==> config.mk <==
export PLATFORM = sky130hd
export DESIGN_NAME = formacao_inimigos
export DESIGN_NICKNAME = d
export VERILOG_FILES = /design/src/rtl/formacao_inimigos.sv
export SDC_FILE = /design/constraint.sdc
export NUM_CORES = 1
export LEC_CHECK = 0
export ABC_AREA = 1
export BUFFER_PORTS_ARGS = -buffer_cell sky130_fd_sc_hd__buf_2
export CAP_MARGIN = 20
export CORE_MARGIN = 10
export CORE_UTILIZATION = 40
export CTS_CLUSTER_DIAMETER = 60
export DETAILED_ROUTE_END_ITERATION = 16
export PLACE_DENSITY = 0.57
export SETUP_SLACK_MARGIN = 0.05
export SYNTH_ARGS = -nofsm -noshare
export SYNTH_HDL_FRONTEND = slang
export SYNTH_SLANG_ARGS = --single-unit
==> constraint.sdc <==
create_clock -name CLOCK_MV -period 13.3 [get_ports CLOCK_MV]
set_clock_uncertainty 0.05 [all_clocks]
set_input_delay 1.33 -clock CLOCK_MV [delete_from_list [all_inputs] [get_ports CLOCK_MV]]
set_output_delay 1.33 -clock CLOCK_MV [all_outputs]
set_load 0.02 [all_outputs]
==> src/rtl/formacao_inimigos.sv <==
// One row of N invaders: block march with edge descent, bullet hit resolution
// and sticky game-over flags (row cleared / row invaded).
module formacao_inimigos #(
   parameter int N        = 5,
   parameter int SPACING  = 80,
   parameter int ENEMY_W  = 33,
   parameter int ENEMY_H  = 24,
   parameter int SCREEN_W = 640,
   parameter int MARGIN   = 5,
   parameter int STEP_X   = 4,
   parameter int STEP_Y   = 16,
   parameter int Y_LIMIT  = 400,
   parameter int PER_BASE = 2,
   parameter int PER_STEP = 2
) (
   input  logic                     CLOCK_MV,
   input  logic                     reset,
   input  logic                     reiniciarJogo,
   input  logic                     pausa,
   input  logic [9:0]               xi,
   input  logic [9:0]               yi,
   input  logic [9:0]               bola_x,
   input  logic [9:0]               bola_y,
   input  logic                     bola_valida,
   output logic [10*N-1:0]          pos_x,
   output logic [9:0]               pos_y,
   output logic [N-1:0]             vivo,
   output logic [$clog2(N+1)-1:0]   n_vivos,
   output logic                     acerto,
   output logic [$clog2(N)-1:0]     acerto_idx,
   output logic                     sentido,
   output logic                     vazia,
   output logic                     invadiu
);

   localparam int NW = $clog2(N+1);
   localparam int IW = $clog2(N);

   typedef enum logic [1:0] {MARCHA = 2'd0, DESCE = 2'd1, FIM = 2'd2} estado_t;

   estado_t         estado_r;
   logic [9:0]      base_x_r;
   logic [9:0]      y_r;
   logic [N-1:0]    vivo_r;
   logic [NW-1:0]   n_vivos_r;
   logic            sentido_r;
   logic [15:0]     cnt_r;
   logic            acerto_r;
   logic [IW-1:0]   acerto_idx_r;
   logic            vazia_r;
   logic            invadiu_r;
   logic [10*N-1:0] pos_x_r;

   logic [10:0]     x_s [N];
   logic [N-1:0]    hit_s;
   logic            hit_any_s;
   logic [IW-1:0]   hit_idx_s;
   logic            kill_s;
   logic [N-1:0]    vivo_nxt_s;
   logic [10:0]     esq_s;
   logic [10:0]     dir_s;
   logic [15:0]     periodo_s;
   logic            tick_s;
   logic            borda_s;
   logic [9:0]      base_mov_s;
   logic [10:0]     y_desce_s;
   logic            invade_s;

   // Enemy x positions wrap like the stored 10-bit base; only the hitbox extent needs the 11th bit.
   function automatic logic [10*N-1:0] posicoes(input logic [9:0] base);
      logic [10*N-1:0] p;
      p = {(10*N){1'b0}};
      for (int k = 0; k < N; k++) begin
         p[10*k +: 10] = base + 10'(k * SPACING);
      end
      return p;
   endfunction

   // Hit resolution, alive extents, move period and edge/descent decisions.
   always_comb begin
      hit_any_s = 1'b0;
      hit_idx_s = {IW{1'b0}};
      esq_s     = 11'd0;
      dir_s     = 11'd0;
      for (int k = 0; k < N; k++) begin
         x_s[k]   = {1'b0, base_x_r + 10'(k * SPACING)};
         hit_s[k] = vivo_r[k]
                    && (x_s[k] <= {1'b0, bola_x})
                    && ({1'b0, bola_x} < x_s[k] + 11'(ENEMY_W))
                    && ({1'b0, y_r} <= {1'b0, bola_y})
                    && ({1'b0, bola_y} < {1'b0, y_r} + 11'(ENEMY_H));
      end
      for (int k = N-1; k >= 0; k--) begin
         hit_idx_s = hit_s[k] ? IW'(k) : hit_idx_s;
         esq_s     = vivo_r[k] ? x_s[k] : esq_s;
      end
      for (int k = 0; k < N; k++) begin
         dir_s = vivo_r[k] ? x_s[k] : dir_s;
      end
      hit_any_s  = |hit_s;
      kill_s     = hit_any_s && bola_valida && !pausa
                   && ((estado_r == MARCHA) || (estado_r == DESCE));
      vivo_nxt_s = vivo_r & ~({{(N-1){1'b0}}, kill_s} << hit_idx_s);
      periodo_s  = 16'(PER_BASE) + 16'(n_vivos_r) * 16'(PER_STEP);
      tick_s     = (estado_r == MARCHA) && !pausa && (cnt_r >= periodo_s - 16'd1);
      borda_s    = sentido_r ? (dir_s + 11'(ENEMY_W + STEP_X) > 11'(SCREEN_W - MARGIN))
                             : (esq_s < 11'(MARGIN + STEP_X));
      base_mov_s = sentido_r ? base_x_r + 10'(STEP_X) : base_x_r - 10'(STEP_X);
      y_desce_s  = {1'b0, y_r} + 11'(STEP_Y);
      invade_s   = (y_desce_s + 11'(ENEMY_H)) >= 11'(Y_LIMIT);
   end

   // Row FSM: kills, march ticks, descents and terminal state.
   always_ff @(posedge CLOCK_MV) begin
      if (reset || reiniciarJogo) begin
         estado_r     <= MARCHA;
         base_x_r     <= xi;
         pos_x_r      <= posicoes(xi);
         y_r          <= yi;
         vivo_r       <= {N{1'b1}};
         n_vivos_r    <= NW'(N);
         sentido_r    <= 1'b1;
         cnt_r        <= 16'd0;
         acerto_r     <= 1'b0;
         acerto_idx_r <= {IW{1'b0}};
         vazia_r      <= 1'b0;
         invadiu_r    <= 1'b0;
      end else begin
         acerto_r <= 1'b0;
         if (kill_s) begin
            vivo_r       <= vivo_nxt_s;
            n_vivos_r    <= n_vivos_r - NW'(1);
            acerto_r     <= 1'b1;
            acerto_idx_r <= hit_idx_s;
         end
         case (estado_r)
            MARCHA: begin
               if (kill_s && (vivo_nxt_s == {N{1'b0}})) begin
                  estado_r <= FIM;
                  vazia_r  <= 1'b1;
               end else if (tick_s) begin
                  cnt_r <= 16'd0;
                  if (borda_s) begin
                     estado_r <= DESCE;
                  end else begin
                     base_x_r <= base_mov_s;
                     pos_x_r  <= posicoes(base_mov_s);
                  end
               end else if (!pausa) begin
                  cnt_r <= cnt_r + 16'd1;
               end
            end
            DESCE: begin
               if (kill_s && (vivo_nxt_s == {N{1'b0}})) begin
                  estado_r <= FIM;
                  vazia_r  <= 1'b1;
               end else if (!pausa) begin
                  y_r       <= y_desce_s[9:0];
                  sentido_r <= ~sentido_r;
                  cnt_r     <= 16'd0;
                  if (invade_s) begin
                     estado_r  <= FIM;
                     invadiu_r <= 1'b1;
                  end else begin
                     estado_r <= MARCHA;
                  end
               end
            end
            FIM: begin
               estado_r <= FIM;
            end
            default: begin
               estado_r <= FIM;
            end
         endcase
      end
   end

   assign pos_x      = pos_x_r;
   assign pos_y      = y_r;
   assign vivo       = vivo_r;
   assign n_vivos    = n_vivos_r;
   assign acerto     = acerto_r;
   assign acerto_idx = acerto_idx_r;
   assign sentido    = sentido_r;
   assign vazia      = vazia_r;
   assign invadiu    = invadiu_r;

endmodule

==> results.py <==
metrics = {
    "run_status": {
        "status": "complete, no violations",
    },
    "drt": {
        "drt_first_iter_violations": 418,
        "dr.pass1.iters": 5,
        "route.vias.total": 7063,
        "ant_nets": 0,
        "post-route-drc-count": 0,
        "detailed_route_wire_length_per_cell_um": 15.2,
        "avgViaCountPerCell": 4.84,
        "wl_um": 22200,
    },
    "global_route": {
        "met3_usage_pct": 3.00,
        "grt_max_degree": 35,
        "met2_track_utilization_from_global_routing_pct": 27.4,
        "grt_antenna_before_repair": 0,
        "overflow": 0,
        "number_of_global_route_vias_before_repair": 6941,
        "grt_pass1_wl_um": 36300,
        "grtUsageMet1_pct": 22.8,
        "global_route.peak_usage_layer": "met2",
        "grt_use_total_pct": 17.1,
    },
    "final_layout": {
        "final-instance-count-excl-fill": 1460,
        "layout-drive-gt1-share_pct": 17.9,
        "finish.net_count": 1360,
        "syn_to_final_growth_pct": 12.8,
        "n_antenna_cell": 0,
    },
    "sta": {
        "slew_violations": 0,
        "slew_headroom_pct": 41.1,
        "hold_ws_ns": 0.393,
        "rsz0062_at_grt": "false",
        "tns_ns": 0,
        "final-setup-viol-count": 0,
        "min_period_over_period_pct": 37.3,
        "clock_period_minus_final_worst_setup_slack_ns": 4.97,
        "finalHoldViolCount": 0,
        "worst_slew_pin_slew_ns": 0.876,
        "fmax_mhz": 201,
    },
    "clock_tree": {
        "clock_sinks": 75,
        "cts_max_path_buffers": 2,
        "ctsHtreeMaxLevel": 3,
        "cts_post_setup_buffers_inserted": 0,
        "cts.repair.resized": 0,
        "cts.root.buffer_cell": "sky130_fd_sc_hd__clkbuf_16",
        "holdBufCountCts": 0,
        "tritoncts.num_buffers": 9,
        "clock_insertion_delay_worst_skew_ns": 0.35,
        "clk_pin_slew_ns": 0.07,
        "tritoncts_clock_tree": "done",
    },
    "logic_synthesis": {
        "post_synth_fa_ha_maj_area_fraction_pct": 19.7,
        "muxShareOfSynthArea_pct": 0,
        "post-synth-top-area-cell": "sky130_fd_sc_hd__ha_1",
        "synthTopCellsByArea": "sky130_fd_sc_hd__ha_1 19%, sky130_fd_sc_hd__edfxtp_1 16%, sky130_fd_sc_hd__nand2_1 13%",
        "yosysSeqAreaShare_pct": 24.1,
        "netlist.area_leader.share_pct": 19.5,
        "synth_common_cells": "270 x sky130_fd_sc_hd__nand2_1, 157 x sky130_fd_sc_hd__inv_1, 124 x sky130_fd_sc_hd__ha_1",
        "mappedNetlistNets": 1265,
        "synthFlopType": "sky130_fd_sc_hd__edfxtp_1",
        "syn_area_um2": 7970,
        "synth.avg_cell_area_um2": 7.28,
        "synth_seq_cells": 75,
        "synth_simple_gate_area_share_pct": 29.0,
        "synth_edf_count": 42,
        "yosysMostFrequentCell": "sky130_fd_sc_hd__nand2_1",
        "synth_cell_types": 54,
        "synth_compound_area_share_pct": 8.34,
        "post_synth_xor_area_fraction_pct": 7.57,
        "main_combinational_cell_family_by_area_after_synthesis": "simple AND/OR/NAND/NOR gates",
        "yosys_warnings": 0,
        "asyncSetResetFlopFracSynth_pct": 0,
        "synthCells": 1095,
    },
    "die": {
        "floorplan.initialDensity_pct": 40.8,
        "fp.dieW_um": 161,
        "top_level_ports": 120,
        "design.core.area_um2": 19500,
        "floorplan.die_area_um2": 26000,
        "rows": 51,
        "chipHeight_um": 161,
    },
    "worst_setup_path": {
        "reg2reg_depth": 28,
        "critPathLaunchType": "flop",
        "critical_path_required_ns": 13.25,
        "path_class": "flop to flop",
        "worstReg2RegEnd": "pos_x[46]",
        "end_kind": "flop",
        "worstReg2RegStart": "pos_x[45]",
        "regToRegSetupSlack_ns": 8.33,
        "largest_fanout_on_the_critical_path": 30,
        "crit_path_top_delay_cell": "sky130_fd_sc_hd__edfxtp_1",
        "timing.critical_path.mode_cell": "sky130_fd_sc_hd__nand2_1",
        "worst_path_largest_cell_delay_ns": 0.71,
        "cp.arrival_ns": 4.91,
    },
    "min_path": {
        "min_delay_path_depth": 2,
        "hold_path.startpoint": "cnt_r[5]",
        "min_delay_worst_endpoint": "cnt_r[5]",
        "worst_hold_path_type": "flop to flop",
    },
    "pwr": {
        "total_leakage_power_nw": 4.71,
        "totalPowerFinal_w": 0.000976,
        "max-vdd-ir-drop_v": 0.0000845,
        "powerDensity_nw_per_um2": 109,
    },
    "flow_run": {
        "max_cap_viol_count": 0,
    },
    "placement": {
        "number_of_i_o_port_buffers": 119,
        "gp_congestion": 0.941,
        "hpwlAfterDp_um": 18300,
        "place.detailed.instances": 1444,
    },
}
## how the worst max path moves through the flow
stage                     slack, ns  cells after the start       from        end
after global routing           7.92                     28  pos_x[45]  pos_x[46]
final                          8.33                     28  pos_x[45]  pos_x[46]
after global placement         8.47                     28  pos_x[45]  pos_x[19]
after floorplan                8.57                     28  pos_x[45]  pos_x[15]
after CTS                      8.35                     28  pos_x[45]  pos_x[46]
after detailed placement       8.37                     28  pos_x[45]  pos_x[27]
## where the power goes
| part | switching, W | internal (W) | total [W] |
|---|---|---|---|
| clock | 0.000106 | 0.000153 | 0.000259 |
| sequential | 0.0000245 | 0.000269 | 0.000293 |
| combinational | 0.000278 | 0.000146 | 0.000424 |
| total | 0.000409 | 0.000567 | 0.000976 |
## final cells by class
cell class / instances / area (um^2)
multi-input cells: 812 / 5150
clock buffers: 11 / 275
repair buffers: 123 / 626
flip-flops and latches: 75 / 1920
clock inverters: 5 / 43.8
inverters: 169 / 642
fillers: 2074 / 10500
well taps: 265 / 332
## cells in the final DEF, fill, tap and decap left out, types with 22 or more instances in the layout
master / n
sky130_fd_sc_hd__dfxtp_1: 33
sky130_fd_sc_hd__buf_2: 119
sky130_fd_sc_hd__nand3_1: 60
sky130_fd_sc_hd__o21ai_0: 26
sky130_fd_sc_hd__a21oi_1: 55
sky130_fd_sc_hd__ha_1: 124
sky130_fd_sc_hd__edfxtp_1: 42
sky130_fd_sc_hd__nand2_2: 22
sky130_fd_sc_hd__inv_1: 157
sky130_fd_sc_hd__nor2_1: 74
sky130_fd_sc_hd__nand2_1: 270
sky130_fd_sc_hd__xor2_1: 50
## metrics by stage
stage | util (%) | area (um^2) | setup slack [ns]
floorplan | - | 7970 | 8.57
global placement | 44.4 | 8670 | 8.47
detailed placement | 44.4 | 8670 | 8.37
CTS | 46.0 | 8990 | 8.35
global route | 46.0 | 8990 | 7.92
finish | 46.0 | 8990 | 8.33
## metal layers
layer  up-vias  part of all wire, %
met5         -                    0
met2       161                   45
met1      3165                   49
met4         0                  1.9
li1       3711                    -
met3        26                  3.9
## kinds of logic after synthesis
family | Yosys count
and+or+nand+nor | 505
xor gates and xnor gates | 65
adders and majority gates | 125
DFF | 75
AOI/OAI and AO/OA | 117
buffers and inverters | 208
## critical path: cells and delay by family, from the launching register on
family / cells / cell delay (ns)
and+or+nand+nor: 18 / 1.95
xor gates and xnor gates: 1 / 0.19
buffers and inverters: 5 / 0.92
adders and majority gates: 2 / 0.59
DFF: 1 / 0.71
AOI/OAI and AO/OA: 2 / 0.18
## registers in the layout, indices dropped and copies added, names as in the netlist
| register | count |
|---|---|
| acerto | 1 |
| acerto_idx | 3 |
| base_x_r | 2 |
| cnt_r | 16 |
| estado_r | 2 |
| invadiu | 1 |
| n_vivos | 3 |
| pos_x | 30 |
| pos_y | 10 |
| sentido | 1 |
| vazia | 1 |
| vivo | 5 |
Power figures use the tool's default switching activity.
